## src/rtl/csr_irq_unit.sv

```systemverilog
// Machine-mode CSR file with interrupt arbitration and a trap/MRET handshake to the core.
// CSR reads are combinational; interrupt levels reach mip one cycle after the inputs.
module csr_irq_unit #(
  parameter int DW    = 32,
  parameter int ADDRW = 12,
  parameter int NLIRQ = 4
) (
  input  logic             clk_i,
  input  logic             rst_ni,
  input  logic [ADDRW-1:0] csr_addr_i,
  input  logic [1:0]       csr_op_i,
  input  logic [DW-1:0]    csr_wdata_i,
  output logic [DW-1:0]    csr_rdata_o,
  output logic             csr_illegal_o,
  input  logic             t_intr_i,
  input  logic             e_intr_i,
  input  logic             sw_intr_i,
  input  logic [NLIRQ-1:0] lirq_i,
  input  logic [DW-1:0]    pc_i,
  output logic             irq_req_o,
  input  logic             trap_ack_i,
  output logic [DW-1:0]    trap_pc_o,
  input  logic             mret_i,
  output logic [DW-1:0]    mret_pc_o
);

  localparam logic [ADDRW-1:0] A_MSTATUS  = ADDRW'('h300);
  localparam logic [ADDRW-1:0] A_MIE      = ADDRW'('h304);
  localparam logic [ADDRW-1:0] A_MTVEC    = ADDRW'('h305);
  localparam logic [ADDRW-1:0] A_MSCRATCH = ADDRW'('h340);
  localparam logic [ADDRW-1:0] A_MEPC     = ADDRW'('h341);
  localparam logic [ADDRW-1:0] A_MCAUSE   = ADDRW'('h342);
  localparam logic [ADDRW-1:0] A_MIP      = ADDRW'('h344);
  localparam logic [ADDRW-1:0] A_MCYCLE   = ADDRW'('hB00);
  localparam logic [ADDRW-1:0] A_MCYCLEH  = ADDRW'('hB80);

  // Implemented interrupt bits: MSI, MTI, MEI and the local lines from bit 16 up.
  localparam logic [DW-1:0] IRQ_MASK = DW'(((64'd1 << NLIRQ) - 64'd1) << 16) | DW'(32'h888);

  typedef enum logic {RUN, PEND} state_e;

  state_e        state_q, state_d;
  logic [4:0]    cause_q, cause_d, prio;
  logic          mstatus_mie_q, mstatus_mpie_q;
  logic [DW-1:0] mie_q, mtvec_q, mscratch_q, mepc_q, mcause_q, mip_q, mcycle_q, mcycleh_q;
  logic [DW-1:0] mstatus_val, old_val, new_val, pend, mip_d, base;
  logic          legal, wr, take;

  assign mstatus_val = DW'({mstatus_mpie_q, 3'b000, mstatus_mie_q, 3'b000});
  assign pend        = mip_q & mie_q;
  assign take        = (state_q == PEND) && trap_ack_i;
  assign wr          = (csr_op_i != 2'b00) && legal;

  always_comb begin
    legal   = 1'b1;
    old_val = '0;
    case (csr_addr_i)
      A_MSTATUS:  old_val = mstatus_val;
      A_MIE:      old_val = mie_q;
      A_MTVEC:    old_val = mtvec_q;
      A_MSCRATCH: old_val = mscratch_q;
      A_MEPC:     old_val = mepc_q;
      A_MCAUSE:   old_val = mcause_q;
      A_MIP:      old_val = mip_q;
      A_MCYCLE:   old_val = mcycle_q;
      A_MCYCLEH:  old_val = mcycleh_q;
      default:    legal   = 1'b0;
    endcase
  end

  always_comb begin
    case (csr_op_i)
      2'b01:   new_val = csr_wdata_i;
      2'b10:   new_val = old_val | csr_wdata_i;
      2'b11:   new_val = old_val & ~csr_wdata_i;
      default: new_val = old_val;
    endcase
  end

  assign csr_rdata_o   = (rst_ni && wr) ? old_val : '0;
  assign csr_illegal_o = rst_ni && (csr_op_i != 2'b00) && !legal;

  always_comb begin
    mip_d              = '0;
    mip_d[3]           = sw_intr_i;
    mip_d[7]           = t_intr_i;
    mip_d[11]          = e_intr_i;
    mip_d[16 +: NLIRQ] = lirq_i;
  end

  // Later assignments win: lowest local index, then MTI, MSI, MEI on top.
  always_comb begin
    prio = '0;
    for (int k = NLIRQ - 1; k >= 0; k--) begin
      if (pend[16+k]) prio = 5'(16 + k);
    end
    if (pend[7])  prio = 5'd7;
    if (pend[3])  prio = 5'd3;
    if (pend[11]) prio = 5'd11;
  end

  always_comb begin
    state_d = state_q;
    cause_d = cause_q;
    case (state_q)
      RUN: begin
        if (mstatus_mie_q && (pend != '0) && !mret_i) begin
          state_d = PEND;
          cause_d = prio;
        end
      end
      PEND: begin
        if (trap_ack_i) state_d = RUN;
      end
      default: state_d = RUN;
    endcase
  end

  always_ff @(posedge clk_i or negedge rst_ni) begin
    if (!rst_ni) begin
      state_q <= RUN;
      cause_q <= '0;
    end else begin
      state_q <= state_d;
      cause_q <= cause_d;
    end
  end

  always_ff @(posedge clk_i or negedge rst_ni) begin
    if (!rst_ni) begin
      mstatus_mie_q  <= 1'b0;
      mstatus_mpie_q <= 1'b0;
      mie_q          <= '0;
      mtvec_q        <= '0;
      mscratch_q     <= '0;
      mepc_q         <= '0;
      mcause_q       <= '0;
      mip_q          <= '0;
      mcycle_q       <= '0;
      mcycleh_q      <= '0;
    end else begin
      mip_q <= mip_d;
      if (wr && csr_addr_i == A_MIE)      mie_q      <= new_val & IRQ_MASK;
      if (wr && csr_addr_i == A_MTVEC)    mtvec_q    <= new_val & ~DW'(2);
      if (wr && csr_addr_i == A_MSCRATCH) mscratch_q <= new_val;
      if (take) begin
        // Trap entry owns mstatus/mepc/mcause this cycle; a racing write or MRET is lost.
        mepc_q         <= pc_i & ~DW'(3);
        mcause_q       <= {1'b1, {(DW-6){1'b0}}, cause_q};
        mstatus_mpie_q <= mstatus_mie_q;
        mstatus_mie_q  <= 1'b0;
      end else begin
        if (wr && csr_addr_i == A_MEPC)   mepc_q   <= new_val & ~DW'(3);
        if (wr && csr_addr_i == A_MCAUSE) mcause_q <= new_val;
        if (wr && csr_addr_i == A_MSTATUS) begin
          mstatus_mie_q  <= new_val[3];
          mstatus_mpie_q <= new_val[7];
        end
        if (mret_i) begin
          mstatus_mie_q  <= mstatus_mpie_q;
          mstatus_mpie_q <= 1'b1;
        end
      end
      mcycle_q  <= (wr && csr_addr_i == A_MCYCLE)  ? new_val : mcycle_q + DW'(1);
      mcycleh_q <= (wr && csr_addr_i == A_MCYCLEH) ? new_val : mcycleh_q + DW'(&mcycle_q);
    end
  end

  assign base      = {mtvec_q[DW-1:2], 2'b00};
  assign trap_pc_o = mtvec_q[0] ? base + DW'({cause_q, 2'b00}) : base;
  assign irq_req_o = (state_q == PEND);
  assign mret_pc_o = mepc_q;

endmodule

```

## config.mk

```make
export PLATFORM = sky130hd
export DESIGN_NAME = csr_irq_unit
export DESIGN_NICKNAME = d
export VERILOG_FILES = /design/src/rtl/csr_irq_unit.sv
export SDC_FILE = /design/constraint.sdc
export NUM_CORES = 1
export LEC_CHECK = 0
export CAP_MARGIN = 20
export CELL_PAD_IN_SITES_DETAIL_PLACEMENT = 0
export CELL_PAD_IN_SITES_GLOBAL_PLACEMENT = 2
export CORE_UTILIZATION = 36
export CTS_CLUSTER_SIZE = 25
export DETAILED_ROUTE_END_ITERATION = 10
export GPL_ROUTABILITY_DRIVEN = 0
export GPL_TIMING_DRIVEN = 0
export PLACE_DENSITY_LB_ADDON = 0.12
export SYNTH_ARGS = -nofsm -noshare
export SYNTH_HDL_FRONTEND = slang
export SYNTH_SLANG_ARGS = --single-unit
```

## constraint.sdc

```tcl
create_clock -name clk_i -period 4.6 [get_ports clk_i]
set_clock_uncertainty 0.1 [all_clocks]
set_input_delay 0.69 -clock clk_i [delete_from_list [all_inputs] [get_ports clk_i]]
set_output_delay 0.69 -clock clk_i [all_outputs]
set_load 0.005 [all_outputs]
```

==> impl_results.rst <==
.. list-table::
   :header-rows: 1

   * - Metric
     - Value
   * - Combinational family with the most area after synthesis
     - simple AND/OR/NAND/NOR gates
   * - Overall die height
     - 195 µm
   * - Initial core utilization
     - 36.6%
   * - Post-synthesis average cell area
     - ~8.7 µm²
   * - Clock sinks
     - ~210
   * - Worst flop-to-flop path startpoint
     - mcycle_q[19]$_DFF_PN0_
   * - Setup repair after global routing missed its margin
     - true
   * - Number of synthesized flops with an enable pin
     - 0
   * - Library cells used by synthesis
     - 74
   * - Combined area of all synthesized cells
     - between 0.01 and 0.015 mm²
   * - Data arrival time of the critical path
     - 3.77 ns
   * - Share of cells above drive strength 1
     - 10.8%
   * - Worst Setup SP
     - csr_addr_i[2]
   * - Adder-cell area share of the yosys netlist
     - less than 1%
   * - Crit path max-delay family
     - buffers and inverters
   * - Maximum number of pins on one net before global-route repair
     - approximately 110
   * - Core Box Area
     - 0.0366 mm²
   * - Die area
     - 0.0380 mm²
   * - Main area contributors after synthesis
     - dfrtp_1 39%, a21oi_1 5.8%, nor2_1 4.5%
   * - Yosys reg bits
     - ~210
   * - Time the final worst path needs with I/O delays and setup
     - 4.56 ns
   * - Setup Viol. Count Final
     - 0
   * - CP startpoint kind
     - primary input
   * - Detail-routed net length per standard cell
     - 26.6 µm
   * - Total negative setup slack
     - 0 ns
   * - Final-report hold violation count
     - 0
   * - Met2 track demand over resource
     - roughly 49%
   * - Crit-path cells
     - clkdlybuf4s50_1 -> or3b_1 -> buf_4 -> nor4_4 -> buf_4 -> buf_2 -> a221oi_1 -> nor2_1 -> clkdlybuf4s50_1
   * - Sequential fraction of the synthesis area
     - 39.4%
   * - Main synth FF type
     - dfrtp_1
   * - LEAKAGE
     - between 0.006 and 0.007 µW
   * - Library cell occupying the most area in the post-synthesis netlist
     - dfrtp_1
   * - Layer with the highest usage
     - met2
   * - Critical Path Sink Type
     - primary output
   * - Sequential cell area
     - 0.00528 mm²
   * - PwrDens
     - 296 mW/mm²
   * - Total number of placement rows
     - 70
   * - Max Fclk
     - 0.219 GHz
   * - Total global routing overflow
     - 0
   * - Total vias in the final route
     - 13354
   * - Syn. warnings
     - 0
   * - Area growth syn-to-layout
     - 26.1%
   * - Via count of the first global-routing pass
     - roughly 13000
   * - Smallest setup slack after layout
     - 0.0401 ns
   * - Share of the synthesized area in compound gates (AO/OA/AOI/OAI)
     - 21.0%
   * - Synthesized netlist cell count
     - ~1500
   * - Largest fanout of any net on the critical path
     - 10
   * - Num CTS Buffers
     - 27
   * - Final antenna-violating net count
     - 0
   * - DRC violations left
     - 0
   * - CP required
     - ~3.8 ns
   * - Final max-slew violation count
     - 0
   * - XOR/XNOR share of the synthesized area
     - 6.34%
   * - Most frequent cell after synthesis
     - dfrtp_1
   * - Top Ports
     - 187
   * - Portion of synthesized cell area occupied by the leading cell type
     - 39.4%
   * - MaxCap Viol Count
     - 0
   * - Final routed wirelength across all metal layers
     - ~60000 µm
   * - Number of levels the H-tree was split into
     - 1
   * - Fraction of the cycle the final worst path needs
     - 99.1%
   * - Max-slew headroom at the worst pin
     - 31.5%
   * - Share of synthesized cell area in and, or, nand and nor gates
     - 21.3%
   * - Clock Latency Late Sink
     - around 0.55 ns
   * - Kind of critical path
     - in2out
   * - Total routing resource utilization after global routing
     - 31.2%
   * - Clock tree from TritonCTS
     - done
   * - Pre-CTS setup slack
     - -0.888 ns
   * - Iteration count of the initial detailed-routing pass
     - 7
   * - Die span in x
     - 195 µm
   * - Longest individual stage delay on the worst path
     - about 0.66 ns
   * - Slew at the pin with the worst max-slew slack
     - 1.03 ns
   * - Proportion of register bits with asynchronous set or reset after synthesis
     - 100%
   * - Sum of net half-perimeters after detailed placement
     - 45200 µm
   * - Type of the most critical hold path
     - in2async
   * - Net count of the finished layout
     - 1853
   * - Total power
     - 4990 µW
   * - Hold buffer count at CTS
     - 0
   * - Util after Layout
     - 46.1%
   * - IO Port Bufs
     - 176
   * - Highest-delay cell along the critical path
     - clkdlybuf4s50_1
   * - Fillcell total
     - 3634
   * - Met1 global-route usage
     - 42.8%
   * - Wire length of the first global-routing pass
     - between 80000 and 90000 µm
   * - Count of buffer and inverter cells on the critical path
     - 5
   * - Status
     - finished clean
   * - Buffer levels on the longest clock path
     - 3
   * - Fraction of synthesized area in multiplexers
     - 6.60%
   * - Vias per std cell
     - ~6.0
   * - DRC violation total after the first TritonRoute iteration
     - 1108
   * - Root buffer cell
     - clkbuf_16
   * - Worst IR drop on VDD
     - ~240 µV
   * - Clock Pin Slew Worst Setup and Hold Paths
     - 0.05 ns
   * - Area of the multi-input gates
     - 0.00764 mm²
   * - Number of antenna violations at the first check in global routing
     - 0
   * - Most used standard cells in the synthesized netlist
     - 211 x dfrtp_1, 159 x nor2_1, 156 x nand2_1
   * - Global-route track usage on met3
     - 4.60%
==> worst register-to-register path, stage by stage, from the launching register on <==
cell	delay (ns)
dfrtp_1	0.45
nand4_1	0.12
nor4_1	0.66
and2_1	0.29
and3_1	0.16
and3_1	0.16
ha_1	0.20
nand4_1	0.51
nor4_1	0.95
nand3_1	0.20
xor2_1	0.19
mux2i_1	0.13
==> cell type report <==
class	count	share of cell area, %
inverter	23	0.511
multi-input combinational	1194	45.2
clock inverter	15	1.26
antenna	1	0.0148
sequential	211	31.3
clock buffer	31	4.15
timing repair buffer	185	11.0
buffer	113	3.10
tap	468	3.47
==> power by group <==
part	internal [µW]	total [µW]	switching (µW)	leakage, µW
logic	303	686	382	0.00361
registers	1940	2050	101	0.00280
clock network	1360	2260	896	0.000434
total	3610	4990	1380	0.00685
==> cells in the final DEF (no fill, tap or decap), types with 10 or more instances in the layout <==
cell             netlist  routed
a21oi_1              154     150
a21oi_2                6      10
a221oi_1              21      21
a22o_1                21      21
a31oi_1               12      12
and2_1                30      30
and3_1                28      28
and4_1                10      10
buf_2                 27      28
buf_4                  5      14
clkbuf_1              75      67
clkbuf_16              0      27
clkdlybuf4s50_1        0     174
dfrtp_1              211     211
inv_1                 22      22
mux2_2                50      50
mux2i_1               32      32
nand2_1              156     155
nand3_1               83      83
nand4_1               31      31
nor2_1               159     157
nor3_1                27      27
nor4_1                18      16
o21ai_0               65      64
o21ai_1               18      19
o22ai_1               26      26
o311a_4               13      13
o31ai_1               22      22
xnor2_1               66      66
xor2_1                31      31
==> stage by stage <==
step	instance area, µm²	cells	hold WS, ns
4_1_cts	16800	2240	0.148
2_1_floorplan	13400	1542	0.294
3_3_place_gp	15800	2186	0.356
5_1_grt	16900	2240	0.166
6_report	16900	2241	0.0940
3_5_place_dp	15800	2188	0.368
==> repair_timing <==
item                                    4_1_cts  5_1_grt
buffers inserted                              7        0
pin swaps                                     4        0
gates resized for setup                      20       17
hold endpoints to repair                      0        0
endpoints found under the setup margin       41       30
==> layer usage <==
metal | wire length (µm) | vias up
met5 | 0 | -
li1 | - | 6032
met2 | 26600 | 570
met3 | 3820 | 130
met1 | 26300 | 6622
met4 | 2890 | 0
==> cell families (layout without fill, tap and decap cells) <==
kind of cell / Yosys count / in the layout
other cells: 1 / 5
compound gates: 419 / 419
buf+inv: 137 / 367
flops: 211 / 211
mux: 82 / 82
xor+xnor: 97 / 97
fa+ha+maj: 9 / 9
simple gates: 583 / 583
==> final timing paths <==
| path | cells after the start | endpoint | slack (ns) |
|---|---|---|---|
| min in group clk_i | 2 | mscratch_q[29]$_DFFE_PN0P_ | 0.38 |
| worst max-delay path | 9 | csr_rdata_o[31] | 0.04 |
| max in group asynchronous | 2 | mcause_q[25]$_DFFE_PN0P_ | 3.13 |
| worst max register to register | 11 | mcycleh_q[31]$_DFF_PN0_ | 0.41 |
| worst min-delay path | 1 | mip_q[19]$_DFF_PN0_ | 0.09 |
| worst min register to register | 2 | mscratch_q[29]$_DFFE_PN0P_ | 0.38 |
==> state kept, by name (all words and copies together), names as in the netlist, 5 cells and up <==
name        flops
mip_q           7
mtvec_q        31
cause_q         5
mcause_q       32
mie_q           7
mret_pc_o      30
mcycleh_q      32
mcycle_q       32
mscratch_q     32
(Power assumes the default switching activity.)
